===== src/rtl/mdu_iter.sv =====
// Iterative radix-2 multiply/divide unit with HI/LO registers for the execute stage.
// Shift-add multiply and restoring divide, one bit per cycle, with flush and MADD support.
module mdu_iter #(
    parameter int WIDTH = 32
) (
    input  logic             clk,
    input  logic             reset,
    input  logic             start,
    input  logic [2:0]       op,
    input  logic [WIDTH-1:0] srcA,
    input  logic [WIDTH-1:0] srcB,
    input  logic             flush,
    output logic             busy,
    output logic             done,
    output logic             dz,
    output logic [WIDTH-1:0] high,
    output logic [WIDTH-1:0] low
);

    localparam logic [2:0] OP_MULT  = 3'd1;
    localparam logic [2:0] OP_MULTU = 3'd2;
    localparam logic [2:0] OP_DIV   = 3'd3;
    localparam logic [2:0] OP_DIVU  = 3'd4;
    localparam logic [2:0] OP_MTHI  = 3'd5;
    localparam logic [2:0] OP_MTLO  = 3'd6;
    localparam logic [2:0] OP_MADD  = 3'd7;

    localparam int         CW   = $clog2(WIDTH);
    localparam logic [CW-1:0] LAST = CW'(WIDTH - 1);

    typedef enum logic [1:0] {IDLE, MUL, DIV, COMMIT} state_t;

    state_t               state;
    logic [CW-1:0]        cnt;
    logic [2*WIDTH-1:0]   acc;
    logic [WIDTH-1:0]     opnd;
    logic [WIDTH-1:0]     a_raw;
    logic                 is_div;
    logic                 is_madd;
    logic                 b_zero;
    logic                 neg_lo;
    logic                 neg_hi;

    logic                 signed_op;
    logic                 a_neg;
    logic                 b_neg;
    logic [WIDTH-1:0]     a_mag;
    logic [WIDTH-1:0]     b_mag;
    logic [WIDTH:0]       mul_sum;
    logic [WIDTH:0]       rem_shift;
    logic [WIDTH:0]       div_diff;
    logic                 div_ge;
    logic [2*WIDTH-1:0]   prod_signed;
    logic [2*WIDTH-1:0]   mul_result;
    logic [WIDTH-1:0]     quo_final;
    logic [WIDTH-1:0]     rem_final;

    assign signed_op = (op == OP_MULT) || (op == OP_DIV) || (op == OP_MADD);
    assign a_neg     = signed_op & srcA[WIDTH-1];
    assign b_neg     = signed_op & srcB[WIDTH-1];
    assign a_mag     = a_neg ? -srcA : srcA;
    assign b_mag     = b_neg ? -srcB : srcB;

    // During MUL the low half of acc holds the unconsumed multiplier bits.
    assign mul_sum   = {1'b0, acc[2*WIDTH-1:WIDTH]} + {1'b0, (acc[0] ? opnd : '0)};

    // During DIV the upper half is the partial remainder, the lower half the dividend/quotient.
    assign rem_shift = {acc[2*WIDTH-1:WIDTH], acc[WIDTH-1]};
    assign div_ge    = rem_shift >= {1'b0, opnd};
    assign div_diff  = rem_shift - {1'b0, opnd};

    assign prod_signed = neg_lo ? -acc : acc;
    assign mul_result  = is_madd ? ({high, low} + prod_signed) : prod_signed;
    assign quo_final   = neg_lo ? -acc[WIDTH-1:0] : acc[WIDTH-1:0];
    assign rem_final   = neg_hi ? -acc[2*WIDTH-1:WIDTH] : acc[2*WIDTH-1:WIDTH];

    always_ff @(posedge clk or negedge reset) begin
        if (!reset) begin
            state   <= IDLE;
            cnt     <= '0;
            acc     <= '0;
            opnd    <= '0;
            a_raw   <= '0;
            is_div  <= 1'b0;
            is_madd <= 1'b0;
            b_zero  <= 1'b0;
            neg_lo  <= 1'b0;
            neg_hi  <= 1'b0;
            busy    <= 1'b0;
            done    <= 1'b0;
            dz      <= 1'b0;
            high    <= '0;
            low     <= '0;
        end else begin
            done <= 1'b0;
            dz   <= 1'b0;
            case (state)
                IDLE: begin
                    if (start && !flush) begin
                        a_raw   <= srcA;
                        b_zero  <= (srcB == '0);
                        neg_lo  <= a_neg ^ b_neg;
                        neg_hi  <= a_neg;
                        is_madd <= (op == OP_MADD);
                        cnt     <= '0;
                        case (op)
                            OP_MULT, OP_MULTU, OP_MADD: begin
                                acc    <= {{WIDTH{1'b0}}, b_mag};
                                opnd   <= a_mag;
                                is_div <= 1'b0;
                                busy   <= 1'b1;
                                state  <= MUL;
                            end
                            OP_DIV, OP_DIVU: begin
                                acc    <= {{WIDTH{1'b0}}, a_mag};
                                opnd   <= b_mag;
                                is_div <= 1'b1;
                                busy   <= 1'b1;
                                state  <= DIV;
                            end
                            OP_MTHI: high <= srcA;
                            OP_MTLO: low  <= srcA;
                            default: ;
                        endcase
                    end
                end
                MUL, DIV: begin
                    if (flush) begin
                        busy  <= 1'b0;
                        state <= IDLE;
                    end else begin
                        if (state == MUL) begin
                            acc <= {mul_sum, acc[WIDTH-1:1]};
                        end else if (div_ge) begin
                            acc <= {div_diff[WIDTH-1:0], acc[WIDTH-2:0], 1'b1};
                        end else begin
                            acc <= {rem_shift[WIDTH-1:0], acc[WIDTH-2:0], 1'b0};
                        end
                        cnt <= cnt + CW'(1);
                        if (cnt == LAST) begin
                            state <= COMMIT;
                        end
                    end
                end
                COMMIT: begin
                    busy  <= 1'b0;
                    state <= IDLE;
                    // A late flush still wins, so HI/LO stay untouched.
                    if (!flush) begin
                        done <= 1'b1;
                        if (!is_div) begin
                            {high, low} <= mul_result;
                        end else if (b_zero) begin
                            high <= a_raw;
                            low  <= '1;
                            dz   <= 1'b1;
                        end else begin
                            high <= rem_final;
                            low  <= quo_final;
                        end
                    end
                end
                default: begin
                    busy  <= 1'b0;
                    state <= IDLE;
                end
            endcase
        end
    end

endmodule


===== config.mk =====
export PLATFORM = sky130hd
export DESIGN_NAME = mdu_iter
export DESIGN_NICKNAME = d
export VERILOG_FILES = /design/src/rtl/mdu_iter.sv
export SDC_FILE = /design/constraint.sdc
export NUM_CORES = 1
export LEC_CHECK = 0
export ABC_AREA = 0
export CAP_MARGIN = 5
export CORE_ASPECT_RATIO = 0.6
export CORE_MARGIN = 1
export CORE_UTILIZATION = 50
export CTS_CLUSTER_DIAMETER = 60
export DETAILED_ROUTE_END_ITERATION = 6
export PLACE_DENSITY = 0.72
export SLEW_MARGIN = 25
export SYNTH_ARGS = -nofsm -noshare
export SYNTH_HDL_FRONTEND = slang
export SYNTH_SLANG_ARGS = --single-unit

===== constraint.sdc =====
create_clock -name clk -period 5.1 [get_ports clk]
set_clock_uncertainty 0.05 [all_clocks]
set_input_delay 0.765 -clock clk [delete_from_list [all_inputs] [get_ports clk]]
set_output_delay 0.765 -clock clk [all_outputs]
set_load 0.01 [all_outputs]

### Word-level counts from Yosys, hierarchy flattened

Cells that the tools add are included.

| storage, ports and cells | value |
|---|---|
| register bits after elaboration | 207 |
| input bits | 71 |
| output and inout bits | 67 |
| logic and storage cells | 114 |

| cells by class | value |
|---|---|
| add/sub/neg operators | 9 |
| magnitude comparators | 1 |
| equal/unequal tests | 20 |
| mux-type cells | 45 |
| bitwise gates (word level) | 3 |
| reduce and logical (&&, ||, !) cells | 21 |

Operator list:

| operator | count |
|---|---|
| 2-to-1 mux 32 bit | 15 |
| 2-to-1 mux 64 bit | 6 |
| case mux 64 bit (2 select lines) | 2 |
| case mux 32 bit (2 select lines) | 3 |
| negator 32 bit | 4 |
| adder 64 bit | 1 |
| negator 64 bit | 1 |
| adder 32 x 32 -> 33 bit | 1 |
| >= comparator 33 x 32 -> 1 bit | 1 |
| zero test 32 bit | 1 |
| subtractor 32 bit | 1 |
| == test 3 bit, second input constant | 4 |
| AND reduction 3 bit | 4 |
| AND reduction 4 bit | 3 |
| 2-to-1 mux 5 bit | 2 |
| != test 2 bit, second input constant | 5 |
| case mux 5 bit (2 select lines) | 1 |
| 2-to-1 mux 1 bit | 9 |
| == test 3 x 2 -> 1 bit, second input constant | 2 |
| 2-to-1 mux 2 bit | 3 |
| case mux 2 bit (3 select lines) | 1 |
| nonzero test 2 bit | 3 |
| adder 5 x 1 -> 5 bit, second input constant | 1 |
| == test 5 bit, second input constant | 1 |
| other kinds (19) | 24 |

### Logic depth before layout (Yosys ltp)

| logic depth | value |
|---|---|
| word-level depth | 8 |
| gate-level depth with buffers | 21 |
| mapped depth without buffers | 20 |

### Least setup slack after synthesis

Ideal clock, no wire load.

| timing | value |
|---|---|
| path kind | reg2reg |
| start point | reg acc[0] |
| end point | reg high[29] |
| library setup time | 0.142 ns |
| arrival | 4.824 ns |
| data required time | 4.908 ns |
| slack | 0.084 ns |
| cell stages (with the launch flop) | 22 |
| buffers on the path | 2 |
| period minus slack after synthesis | 5.016 ns |
| path through | dfrtp_1 inv_1 buf_1 ha_1 nand2b_1 nor4_2 nand2_1 or4_1 o31ai_1 xnor2_1 ha_1 clkbuf_1 a21oi_1 o21ai_0 or4_1 nor3b_1 nor2_1 nand3_1 a31oi_1 or3_1 a21oi_1 o221ai_1 |

| between the ends | value |
|---|---|
| word-level cells in the longest chain between the ends | 7 |

RTL lines:

| element | RTL line | text |
|---|---|---|
| from (decl) | 35 | `logic [2*WIDTH-1:0] acc;` |
| from (signal assigned) | 108 | `acc <= {{WIDTH{1'b0}}, b_mag};` |
| from (signal assigned) | 115 | `acc <= {{WIDTH{1'b0}}, a_mag};` |
| from (signal assigned) | 133 | `acc <= {mul_sum, acc[WIDTH-1:1]};` |
| negator 64 bit | 72 | `assign prod_signed = neg_lo ? -acc : acc;` |
| 2-to-1 mux 64 bit (*) | 72 |  |
| adder 64 bit | 73 | `assign mul_result = is_madd ? ({high, low} + prod_signed) : prod_signed;` |
| 2-to-1 mux 64 bit (*) | 73 |  |
| 2-to-1 mux 32 bit (*) | 151 | `if (!is_div) begin` |
| 2-to-1 mux 32 bit (*) | 149 | `if (!flush) begin` |
| case mux 32 bit (2 select lines) (*) | 97 | `case (state)` |
| to (signal assigned) | 152 | `{high, low} <= mul_result;` |
| to (signal assigned) | 154 | `high <= a_raw;` |
| to (signal assigned) | 158 | `high <= rem_final;` |
| to (decl) | 16 | `output logic [WIDTH-1:0] high,` |

Every way passes the cells marked *; elsewhere a longest branch is shown, timed or not. The select of a mux whose other input is x is not followed.
A chain may end at the register's enable or synchronous reset.

### Final worst setup path

| timing | value |
|---|---|
| start point | reg acc[18] |
| end point | reg high[24] |

The elaborated chain is that of the path after synthesis.

==> metrics.csv <==
metric;value;unit
drc_errors;0;
avgSynthCellArea;7.68;µm²
hold_class;in -> async;
die_area;0.0443;mm²
cts-root-buf;clkbuf_16;
fmax;0.202;GHz
syn_area;0.0217;mm²
antenna_found_initial;6;
clockBufferDepth;3;
place_ws;-0.0604;ns
final_antenna_net_count;0;
die_h;163;µm
layout-drive-gt1-share;11.2;%
synth_warnings;0;
start_kind;flip-flop;
vias;23600;
syn_nets;3052;
clock-sinks;207;
place.gp.congestion;1.04;
seq_area_frac_synth;23.9;%
drv_slew;0;
cts_tree;yes;
first_pass_iters;5;
slew_headroom;35.8;%
numCtsBuffers;25;
grt_pass1_wl;133000;µm
period_minus_slack;4.95;ns
grt_pass1_vias;21200;
r2r_start;acc[18];
synth_ff_type;dfrtp_1;
cts_max_level;1;
routed_wl;90800;µm
post_drt_wl_per_cell;25.7;µm
dp_hpwl;69800;µm
setup_violations;0;
start_util;51.3;%
core;0.0423;mm²
globalRouteOverflowTotal;0;
placementRows;58;
grt_use_total;39.7;%
tightest_slew;0.962;ns
cp_max_fo;8;
nFillCells;3836;
setup_ws;0.150;ns
clkTransAtPathRegs;0.07;ns
async_flop_share;100;%
via_per_inst;6.67;
outcome;finished clean;
cap_violations;0;
insertion_delay;0.57;ns
io_buffers;137;
crit_path_end_kind;flip-flop;
synth_cell_type_count;86;
path_class;reg -> reg;
startpoint;acc[18];
hold_ws;0.0480;ns
ios;138;
nets;3167;
arrival;5.35;ns
final_core_util;59.8;%
cp.required;5.50;ns
finalHoldViolCount;0;
grt_max_degree;113;
area.growth.synth_to_final;16.6;%
synth_edf_count;0;
synth_seq_cells;207;
drtIter0Drc;3392;
die_w;271;µm
synthCells;2828;
fin_crit_sh;97.1;%
[final timing paths]
path                            endpoint  slack [ns]  depth (start not counted)
worst max-delay path            high[24]        0.15                         17
worst min-delay path             low[13]        0.05                          1
worst max register to register  high[24]        0.15                         17
worst min register to register  opnd[10]        0.44                          2
max in group asynchronous        high[1]        3.61                          3
min in group clk                opnd[10]        0.44                          2
[worst max-delay path, cell delays in order, from the launching register on]
cell     delay (ns)
dfrtp_1        0.51
nor4_4         0.31
nand2_1        0.15
nor4_4         0.32
buf_4          0.19
nand2_1        0.09
o41ai_2        0.25
xnor2_1        0.27
ha_1           0.34
a21o_1         0.20
a21o_1         0.18
a21o_1         0.22
o41ai_4        0.51
o41ai_4        0.19
a31oi_4        0.24
o21ai_1        0.15
or4_1          0.41
a31o_2         0.24
[Yosys cell counts (all sizes together) (12+ instances only)]
| cell type | instances | area (µm²) |
|---|---|---|
| and3 | 20 | 125 |
| clkbuf | 150 | 564 |
| or3 | 32 | 200 |
| xor2 | 82 | 718 |
| inv | 81 | 304 |
| o21a | 17 | 128 |
| o41ai | 13 | 155 |
| xnor2 | 161 | 1410 |
| a21o | 59 | 443 |
| ha | 150 | 1880 |
| buf | 36 | 156 |
| o21ai | 267 | 1340 |
| a21oi | 253 | 1270 |
| nand4 | 34 | 213 |
| o211ai | 21 | 158 |
| or4 | 23 | 184 |
| nand2 | 317 | 1190 |
| a211oi | 59 | 443 |
| mux2i | 28 | 280 |
| nor2 | 267 | 1000 |
| o221ai | 43 | 377 |
| nand2b | 21 | 131 |
| o21bai | 19 | 143 |
| o31ai | 36 | 275 |
| nand3 | 38 | 190 |
| nor3 | 54 | 275 |
| a32o | 12 | 120 |
| dfrtp | 207 | 5180 |
| nor2b | 13 | 81.3 |
| mux2 | 60 | 676 |
| a31oi | 61 | 409 |
| nor4 | 27 | 230 |
| a221oi | 18 | 164 |
| or2 | 12 | 75.1 |
[metal layers]
metal	vias up	share of wire, %	track usage (%)
met3	195	14	11.1
li1	10600	-	-
met1	11300	42	58.0
met2	1421	40	55.8
met5	-	0	0
met4	0	3.6	12.3
[cells by family after synthesis]
kind of cell | after synthesis | share of synthesized area (%)
DFF | 207 | 23.9
adders and majority gates | 153 | 8.92
AOI/OAI and AO/OA | 977 | 29.1
muxes | 88 | 4.40
xor gates and xnor gates | 243 | 9.80
buffers and inverters | 267 | 4.72
and+or+nand+nor | 893 | 19.2
[area by class of cell]
type | instances | area [µm²] | area share, %
antenna | 4 | 10.0 | 0.0395
clock buffer | 33 | 706 | 2.79
clock inverter | 11 | 194 | 0.766
inverter | 81 | 304 | 1.20
multi-input combinational | 2354 | 15800 | 62.2
sequential | 207 | 5180 | 20.5
tap | 570 | 713 | 2.82
timing repair buffer | 274 | 2450 | 9.68
[flip-flops by register name, summed over array words and instances (netlist names)]
| register | cells |
|---|---|
| a_raw | 32 |
| acc | 64 |
| b_zero | 1 |
| busy | 1 |
| cnt | 5 |
| done | 1 |
| dz | 1 |
| high | 32 |
| is_div | 1 |
| is_madd | 1 |
| low | 32 |
| neg_hi | 1 |
| neg_lo | 1 |
| opnd | 32 |
| state | 2 |
[cells in the final DEF (no fill, tap or decap), types with 12 or more instances in the layout]
| master | netlist | routed |
|---|---|---|
| mux2i_1 | 28 | 28 |
| xor2_1 | 82 | 82 |
| nor4_1 | 20 | 17 |
| o21ai_0 | 254 | 249 |
| o211ai_1 | 21 | 21 |
| o221ai_1 | 43 | 43 |
| nor3_1 | 53 | 51 |
| and3_1 | 20 | 20 |
| inv_1 | 81 | 81 |
| a31oi_1 | 58 | 57 |
| nor2_1 | 267 | 263 |
| clkdlybuf4s50_1 | 0 | 136 |
| nand2_1 | 316 | 314 |
| clkbuf_16 | 0 | 25 |
| dfrtp_1 | 207 | 205 |
| nand4_1 | 34 | 34 |
| a221oi_1 | 17 | 17 |
| o21ai_1 | 11 | 14 |
| buf_4 | 0 | 134 |
| ha_1 | 150 | 145 |
| nand2b_1 | 21 | 21 |
| mux2_2 | 60 | 60 |
| nand3_1 | 38 | 35 |
| xnor2_1 | 161 | 159 |
| nor2b_1 | 13 | 13 |
| o21bai_1 | 19 | 17 |
| a211oi_1 | 59 | 58 |
| a21o_1 | 59 | 59 |
| a32o_1 | 12 | 12 |
| or3_1 | 32 | 32 |
| a21oi_1 | 252 | 246 |
| o21a_1 | 17 | 16 |
| or4_1 | 20 | 19 |
| o31ai_1 | 35 | 31 |
[through the flow]
stage / TNS (ns) / cell area, µm² / instances
6_report: 0 / 25300 / 3534
5_1_grt: -0.0853 / 25300 / 3532
4_1_cts: 0 / 25100 / 3525
3_5_place_dp: -0.170 / 24100 / 3481
3_3_place_gp: -2.46 / 24100 / 3480
2_1_floorplan: 0 / 21700 / 2828
[repair_timing]
action,CTS,global route
setup endpoints to repair,7,28
hold buffers,0,0
pin swaps,0,4
buffers inserted,0,4
gates resized for setup,3,40
Power is not shown: default switching activity piles up to over one toggle a cycle in this logic, so the estimate is an artifact.
